File: config.mk
export PLATFORM = sky130hd
export DESIGN_NAME = overlay_bounce_ctrl
export DESIGN_NICKNAME = d
export VERILOG_FILES = /design/src/rtl/overlay_bounce_ctrl.sv
export SDC_FILE = /design/constraint.sdc
export NUM_CORES = 1
export LEC_CHECK = 0
export ABC_AREA = 1
export CORE_UTILIZATION = 49
export DETAILED_ROUTE_END_ITERATION = 12
export PLACE_DENSITY = 0.87
export RECOVER_POWER = 50
export SYNTH_ARGS = -nofsm -noshare
export SYNTH_HDL_FRONTEND = slang
export SYNTH_SLANG_ARGS = --single-unit
File: constraint.sdc
create_clock -name clk -period 2.1 [get_ports clk]
set_input_delay 0.315 -clock clk [delete_from_list [all_inputs] [get_ports clk]]
set_output_delay 0.315 -clock clk [all_outputs]
set_load 0.05 [all_outputs]
File: src/rtl/overlay_bounce_ctrl.sv
// overlay_bounce_ctrl
//   Moves the text overlay's origin around the screen in 8-pixel cell units.
//   The origin bounces off the screen edges, and the colour index advances on
//   each bounce. Moves are paced by vsync, with free-run at four speeds,
//   pause, and single-step.
// Ports:
//   clk, rst_n      pixel clock, asynchronous active-low reset
//   ena             block enable (the vsync sampler always runs)
//   vsync           active-high vsync, synchronous to clk
//   run, step       free-run select / single-move request while paused
//   speed           move period = 4 - speed frames
//   org_x, org_y    overlay origin in cells
//   dir_x, dir_y    current direction (1 = right/down)
//   color           colour index, +1 per axis bounce, wraps modulo 8
//   bounce, corner  one-cycle pulses: any axis hit / both axes hit
//   running         FSM is in RUN
module overlay_bounce_ctrl #(
  parameter int GLYPH_W = 22,
  parameter int GLYPH_H = 9,
  parameter int SCR_W   = 80,
  parameter int SCR_H   = 60,
  parameter int INIT_X  = 30,
  parameter int INIT_Y  = 25
) (
  input  logic       clk,
  input  logic       rst_n,
  input  logic       ena,
  input  logic       vsync,
  input  logic       run,
  input  logic       step,
  input  logic [1:0] speed,
  output logic [6:0] org_x,
  output logic [5:0] org_y,
  output logic       dir_x,
  output logic       dir_y,
  output logic [2:0] color,
  output logic       bounce,
  output logic       corner,
  output logic       running
);

  localparam logic [6:0] XMAX = 7'(SCR_W - GLYPH_W);
  localparam logic [5:0] YMAX = 6'(SCR_H - GLYPH_H);

  typedef enum logic {PAUSE, RUN} state_t;

  state_t     state_q;
  logic [1:0] frm_cnt_q;
  logic       step_pend_q;
  logic       vs_d_q;
  logic [6:0] org_x_q;
  logic [5:0] org_y_q;
  logic       dir_x_q, dir_y_q;
  logic [2:0] color_q;
  logic       bounce_q, corner_q;

  logic       tick;
  logic       step_req;
  logic       do_move;
  logic [1:0] frm_lim;
  logic [6:0] org_x_d;
  logic [5:0] org_y_d;
  logic       dir_x_d, dir_y_d;
  logic       bnc_x, bnc_y;

  // Rising edge of vsync, gated by enable; a long vsync gives one tick.
  assign tick     = vsync & ~vs_d_q & ena;
  // A step arriving on the tick cycle itself still counts for that tick.
  assign step_req = step_pend_q | step;
  assign frm_lim  = 2'd3 - speed;

  // Move decision for the current tick.
  always_comb begin
    do_move = 1'b0;
    if (tick) begin
      if (state_q == PAUSE) begin
        do_move = ~run & step_req;
      end else begin
        do_move = run & (frm_cnt_q >= frm_lim);
      end
    end
  end

  // Next X position; a hit on an edge reflects to one cell inside.
  always_comb begin
    org_x_d = org_x_q;
    dir_x_d = dir_x_q;
    bnc_x   = 1'b0;
    if (dir_x_q) begin
      if (org_x_q == XMAX) begin
        org_x_d = XMAX - 7'd1;
        dir_x_d = 1'b0;
        bnc_x   = 1'b1;
      end else begin
        org_x_d = org_x_q + 7'd1;
      end
    end else begin
      if (org_x_q == 7'd0) begin
        org_x_d = 7'd1;
        dir_x_d = 1'b1;
        bnc_x   = 1'b1;
      end else begin
        org_x_d = org_x_q - 7'd1;
      end
    end
  end

  // Next Y position, same rule as X.
  always_comb begin
    org_y_d = org_y_q;
    dir_y_d = dir_y_q;
    bnc_y   = 1'b0;
    if (dir_y_q) begin
      if (org_y_q == YMAX) begin
        org_y_d = YMAX - 6'd1;
        dir_y_d = 1'b0;
        bnc_y   = 1'b1;
      end else begin
        org_y_d = org_y_q + 6'd1;
      end
    end else begin
      if (org_y_q == 6'd0) begin
        org_y_d = 6'd1;
        dir_y_d = 1'b1;
        bnc_y   = 1'b1;
      end else begin
        org_y_d = org_y_q - 6'd1;
      end
    end
  end

  always_ff @(posedge clk or negedge rst_n) begin
    if (!rst_n) begin
      state_q     <= PAUSE;
      frm_cnt_q   <= 2'd0;
      step_pend_q <= 1'b0;
      vs_d_q      <= 1'b0;
      org_x_q     <= 7'(INIT_X);
      org_y_q     <= 6'(INIT_Y);
      dir_x_q     <= 1'b1;
      dir_y_q     <= 1'b1;
      color_q     <= 3'd0;
      bounce_q    <= 1'b0;
      corner_q    <= 1'b0;
    end else begin
      vs_d_q   <= vsync;
      // Pulses are cleared every cycle, even while disabled.
      bounce_q <= do_move & (bnc_x | bnc_y);
      corner_q <= do_move & bnc_x & bnc_y;

      if (ena) begin
        // Pending step: dropped in RUN, consumed by a paused move.
        if (state_q == RUN) begin
          step_pend_q <= 1'b0;
        end else if (do_move) begin
          step_pend_q <= 1'b0;
        end else if (step) begin
          step_pend_q <= 1'b1;
        end
      end

      if (tick) begin
        case (state_q)
          PAUSE: begin
            if (run) begin
              state_q   <= RUN;
              frm_cnt_q <= 2'd0;
            end
          end
          RUN: begin
            if (!run) begin
              state_q   <= PAUSE;
              frm_cnt_q <= 2'd0;
            end else if (frm_cnt_q >= frm_lim) begin
              frm_cnt_q <= 2'd0;
            end else begin
              frm_cnt_q <= frm_cnt_q + 2'd1;
            end
          end
          default: state_q <= PAUSE;
        endcase
      end

      if (do_move) begin
        org_x_q <= org_x_d;
        org_y_q <= org_y_d;
        dir_x_q <= dir_x_d;
        dir_y_q <= dir_y_d;
        color_q <= color_q + {2'b00, bnc_x} + {2'b00, bnc_y};
      end
    end
  end

  assign org_x   = org_x_q;
  assign org_y   = org_y_q;
  assign dir_x   = dir_x_q;
  assign dir_y   = dir_y_q;
  assign color   = color_q;
  assign bounce  = bounce_q;
  assign corner  = corner_q;
  assign running = (state_q == RUN);

endmodule

=== After elaboration in Yosys (flattened, before gate mapping) ===
Index checks and enable logic that the tools add are counted.

* Add/subtract/negate cells: 8
* Equality and inequality tests: 3
* Bitwise logic cells: 12
* $lt $le $gt $ge: 1
* Reductions and logical operators: 5
* Multiplexer cells: 26

{| class="wikitable"
|+ Operator list
! cell !! count
|-
| 7-bit two-way mux || 3
|-
| 6-bit two-way mux || 3
|-
| 1-bit two-way mux || 16
|-
| 7-bit by 1-bit adder with 7-bit output (second input constant) || 1
|-
| 1-bit bitwise AND || 7
|-
| 7-bit by 6-bit == test with 1-bit output (second input constant) || 1
|-
| 7-bit zero test || 1
|-
| 7-bit by 1-bit subtractor with 7-bit output (second input constant) || 1
|-
| 3-bit by 1-bit adder with 3-bit output || 2
|-
| 6-bit by 1-bit adder with 6-bit output (second input constant) || 1
|-
| 6-bit == test (second input constant) || 1
|-
| 6-bit zero test || 1
|-
| 2-bit two-way mux || 3
|-
| 6-bit by 1-bit subtractor with 6-bit output (second input constant) || 1
|-
| 2-bit one-hot mux with 2 select lines || 1
|-
| 2-bit AND reduction || 2
|-
| 1-bit inverter || 3
|-
| 3-bit nonzero test || 1
|-
| 2-bit by 1-bit adder with 2-bit output (second input constant) || 1
|-
| 2-bit >= comparator || 1
|-
| 2-bit inequality test (second input constant) || 1
|-
| 1-bit bitwise OR || 2
|-
| 2-bit subtractor (first input constant) || 1
|}

* Bits of input ports: 8
* Register bits: 25
* Word-level logic and storage cells: 66
* Output and inout port bits: 21

=== Depth between registers and ports, before layout ===
* Depth in word-level cells: 7
* Depth in mapped cells: 12

=== Worst setup path after synthesis ===
Ideal clock, no wire load.

* Path type: register to register
* From: register org_x_q[0] (netlist: org_x[0])
* To: register color_q[2] (netlist: color[2])
* Path slack: -198 ps
* Required time: 1976 ps
* Arrival time: 2174 ps
* Cell stages (with the launch flop): 13
* Path through: dfrtp_1 -> inv_1 -> ha_1 -> inv_1 -> nor2_1 -> nand3_1 -> nand2_1 -> nand2_2 -> fa_1 -> inv_1 -> ha_1 -> xnor2_1 -> o21ai_1

* Cells in the longest elaborated chain, start to end: 5

{| class="wikitable"
|+ Ends and longest elaborated chain
! item !! RTL line !! text
|-
| start: declaration || 51 || <nowiki>logic [6:0] org_x_q;</nowiki>
|-
| start signal: assignment || 138 || <nowiki>org_x_q <= 7'(INIT_X);</nowiki>
|-
| start signal: assignment || 185 || <nowiki>org_x_q <= org_x_d;</nowiki>
|-
| 7-bit by 6-bit == test with 1-bit output / 7-bit zero test (equally long branches) || 90, 98 ||
|-
| 1-bit two-way mux, on equally long branches || 90, 98 ||
|-
| 1-bit two-way mux * || 89 || <nowiki>if (dir_x_q) begin</nowiki>
|-
| 3-bit by 1-bit adder with 3-bit output * (2 in series) || 189 || <nowiki>color_q <= color_q + {2'b00, bnc_x} + {2'b00, bnc_y};</nowiki>
|-
| end signal: assignment || 189 ||
|-
| end: declaration || 54 || <nowiki>logic [2:0] color_q;</nowiki>
|}

Every way passes the cells marked *; elsewhere a longest branch is shown, timed or not.
A chain may end at the register's enable or synchronous reset.

=== Worst setup path after layout ===
* From: register org_x_q[1] (netlist: org_x[1])
* To: output org_x[1]

{| class="wikitable"
|+ RTL lines
! item !! RTL line !! text
|-
| end: declaration || 32 || <nowiki>output logic [6:0] org_x,</nowiki>
|}

No word-level cell between the ends.

==> impl_metrics.csv <==
group,metric,value,unit
clocking,htreeDepth,1,
logic_synthesis,synthDistinctLibCells,28,
logic_synthesis,async_flop_share,1.000,
setup_path,critPathLaunchType,"flip-flop",
timing,setup_viol,0,
timing,worstMarginPinSlew,1.348,ns
final_layout,seq_area,643.1,µm²
final_layout,nets,320,
final_layout,num_antenna_cells,0,
placed_design,gp_congestion,0.8957,
setup_path,startpoint,"org_x[1]$_DFFE_PN1P_",
grt,grt_max_degree,26,
floorplanning,start_util,0.5126,
setup_path,cp_slowest_cell,"clkdlybuf4s50_1",
placed_design,place_area,2247,µm²
min_path,hold_class,"flip-flop to flip-flop",
setup_path,cp.depth,1,
setup_path,reg2reg_from,"org_y[0]$_DFFE_PN1P_",
floorplanning,io_pins,29,
clocking,root_buffer,"clkbuf_8",
placed_design,dp.final_hpwl,2.863,mm
logic_synthesis,yosys-top-cells-area,"dfrtp_1 (21%), nand2_1 (20%), dfstp_2 (13%)",
timing,worst_clock_skew,0.01045,ns
placed_design,dp.cells,345,
grt,grt_usage,0.2153,
final_layout,fin_util,0.6230,
final_layout,fill_cells,319,
route,viasPerCell,5.026,
final_layout,instances_no_fill,349,
setup_path,worstSetupPathType,"flip-flop to primary output",
power_and_ir_drop,ir_drop,0.0007282,V
floorplanning,dieWidth,63.89,µm
route,num_vias,1754,
timing,slew-limit-headroom,0.1014,
logic_synthesis,synth_flop_cell,"dfrtp_1",
route,ant_nets,0,
route,drt_pass1_iterations,4,
status,status,"complete, no violations",
clocking,ctsHoldBuffers,0,
final_layout,drive_gt1_frac,0.1694,
logic_synthesis,netlist_instances,270,
logic_synthesis,ys_ff_latch,25,
route,wl_per_cell,11.27,µm
floorplanning,dieArea,4082,µm²
timing,fmax,497.7,MHz
setup_path,reg2reg_to,"color[2]$_DFFE_PN0P_",
final_layout,design_area,2281,µm²
logic_synthesis,synth_area,1877,µm²
setup_path,cp_top_family,"buffers and inverters",
clocking,cts.path.max_buffers,2,
floorplanning,core_region_area,3661,µm²
logic_synthesis,synth.avg_cell_area,6.951,µm²
setup_path,ff2ff_path_depth,9,
setup_path,critPathBufInv,1,
placed_design,port_buffers,28,
setup_path,crit_path_max_incr_delay,0.82,ns
grt,antenna_found_initial,0,
setup_path,end_kind,"primary output",
logic_synthesis,synth_largest_area_cell,"dfrtp_1",
flow_run,maxCapViolations,0,
route,routed_wl,3.932,mm
grt,grt_pass1_wl,7.010,mm
logic_synthesis,ys.warnings.count,0,
clocking,cts_tree,"yes",
setup_path,r2r_slack,0.10,ns
clocking,numCtsBuffers,3,
setup_path,cp.required,1.78,ns
timing,setup_ws,0.09068,ns
route,drc,0,
final_layout,final_cell_mix,"nand2_1 (96), inv_1 (26), nand3_1 (26)",
grt,overflow,0,
clocking,cts.reportedPaths.clkPinSlew,0.08,ns
logic_synthesis,seq_area_frac_synth,0.3393,
grt,first_global_vias,1670,
timing,rsz0062_at_grt,"false",
final_layout,multi_input_area,1079,µm²
clocking,post_cts_buffers,0,
power_and_ir_drop,powerDensity,1609,nW/µm²
logic_synthesis,syn_nets,288,
clocking,clk_latency,0.27,ns
timing,final_hold_viol_count,0,
logic_synthesis,yosys.area.top_type_share,0.2133,
floorplanning,dieHeight,63.89,µm
setup_path,worstPathCellList,"clkdlybuf4s50_1",
timing,period_needed,2.009,ns
logic_synthesis,synth-edff-count,0,
setup_path,crit_arrival,1.69,ns
timing,fin_hold_ws,0.5374,ns
route,drtIter0Drc,88,
timing,finalCritPeriodShare,0.9568,
setup_path,crit_end,"org_x[1]",
clocking,cts.sinks,25,
setup_path,crit_fanout,8,
floorplanning,rows,22,
clocking,cts_resized,0,
final_layout,layout_commonest_cell,"nand2_1",
timing,drv_slew,0,
placed_design,pre_cts_slack,0.05071,ns
final_layout,syn_to_final_growth,21.53,%
power_and_ir_drop,p_leak,1.130,nW
[final cells by class]
class	count	share of cell area
Multi-Input combinational cell	204	0.4728
Sequential cell	25	0.2820
Timing Repair Buffer	38	0.1492
Inverter	30	0.04937
Tap cell	48	0.02633
Clock buffer	3	0.01810
Clock inverter	1	0.002194
[registers in the layout, summed over array words and instances (netlist names), 2 cells and up]
| register | cells |
|---|---|
| org_x | 7 |
| org_y | 6 |
| color | 3 |
| frm_cnt_q | 2 |
[how the worst min path moves through the flow]
stage	end	from	cells after the start	slack [ns]
finish	org_x[1]$_DFFE_PN1P_	org_x[1]$_DFFE_PN1P_	2	0.54
global route	org_x[1]$_DFFE_PN1P_	org_x[1]$_DFFE_PN1P_	2	0.58
CTS	color[2]$_DFFE_PN0P_	rst_n	2	0.41
detailed placement	dir_x$_DFFE_PN1P_	dir_x$_DFFE_PN1P_	2	0.52
global placement	dir_x$_DFFE_PN1P_	dir_x$_DFFE_PN1P_	2	0.50
floorplan	bounce$_DFF_PN0_	rst_n	0	0.02
[where the power goes]
part	switching [mW]	internal (mW)
Combinational	1.53	0.829
Clock	0.151	0.133
Sequential	0.314	0.713
[synthesized netlist by cell type (3+ instances only)]
| library cell | n |
|---|---|
| buf_4 | 4 |
| buf_6 | 4 |
| dfrtp_1 | 16 |
| dfstp_2 | 9 |
| ha_1 | 9 |
| inv_1 | 29 |
| nand2_1 | 98 |
| nand2_2 | 6 |
| nand3_1 | 26 |
| nand4_1 | 6 |
| nor2_1 | 23 |
| nor2_2 | 3 |
| o21ai_0 | 16 |
| xnor2_1 | 3 |
[logic make-up (layout without fill, tap and decap cells)]
group / count (synthesis) / after routing / share of synthesized area
flip-flops: 25 / 25 / 0.3393
adder cells (fa/ha/maj): 10 / 10 / 0.07067
AND/OR/NAND/NOR: 167 / 167 / 0.3927
buffers and inverters: 41 / 72 / 0.1073
XOR/XNOR: 5 / 5 / 0.02334
AO/OA/AOI/OAI: 22 / 22 / 0.06667
[metal layers]
metal | wire, µm | share of wire | GRT usage
met5 | 0 | 0 | 0
met4 | 12 | 0.0031 | 0.02557
met1 | 1705 | 0.43 | 0.2775
met3 | 240 | 0.061 | 0.04821
met2 | 1974 | 0.50 | 0.3763
[stage by stage]
| stage | TNS (ns) | total power, mW |
|---|---|---|
| after floorplan | -0.008132 | 2.820 |
| after global placement | 0 | 3.352 |
| after detailed placement | 0 | 3.401 |
| after CTS | 0 | 3.706 |
| after global routing | 0 | 4.035 |
| final | 0 | 3.670 |
(Power assumes the default switching activity.)
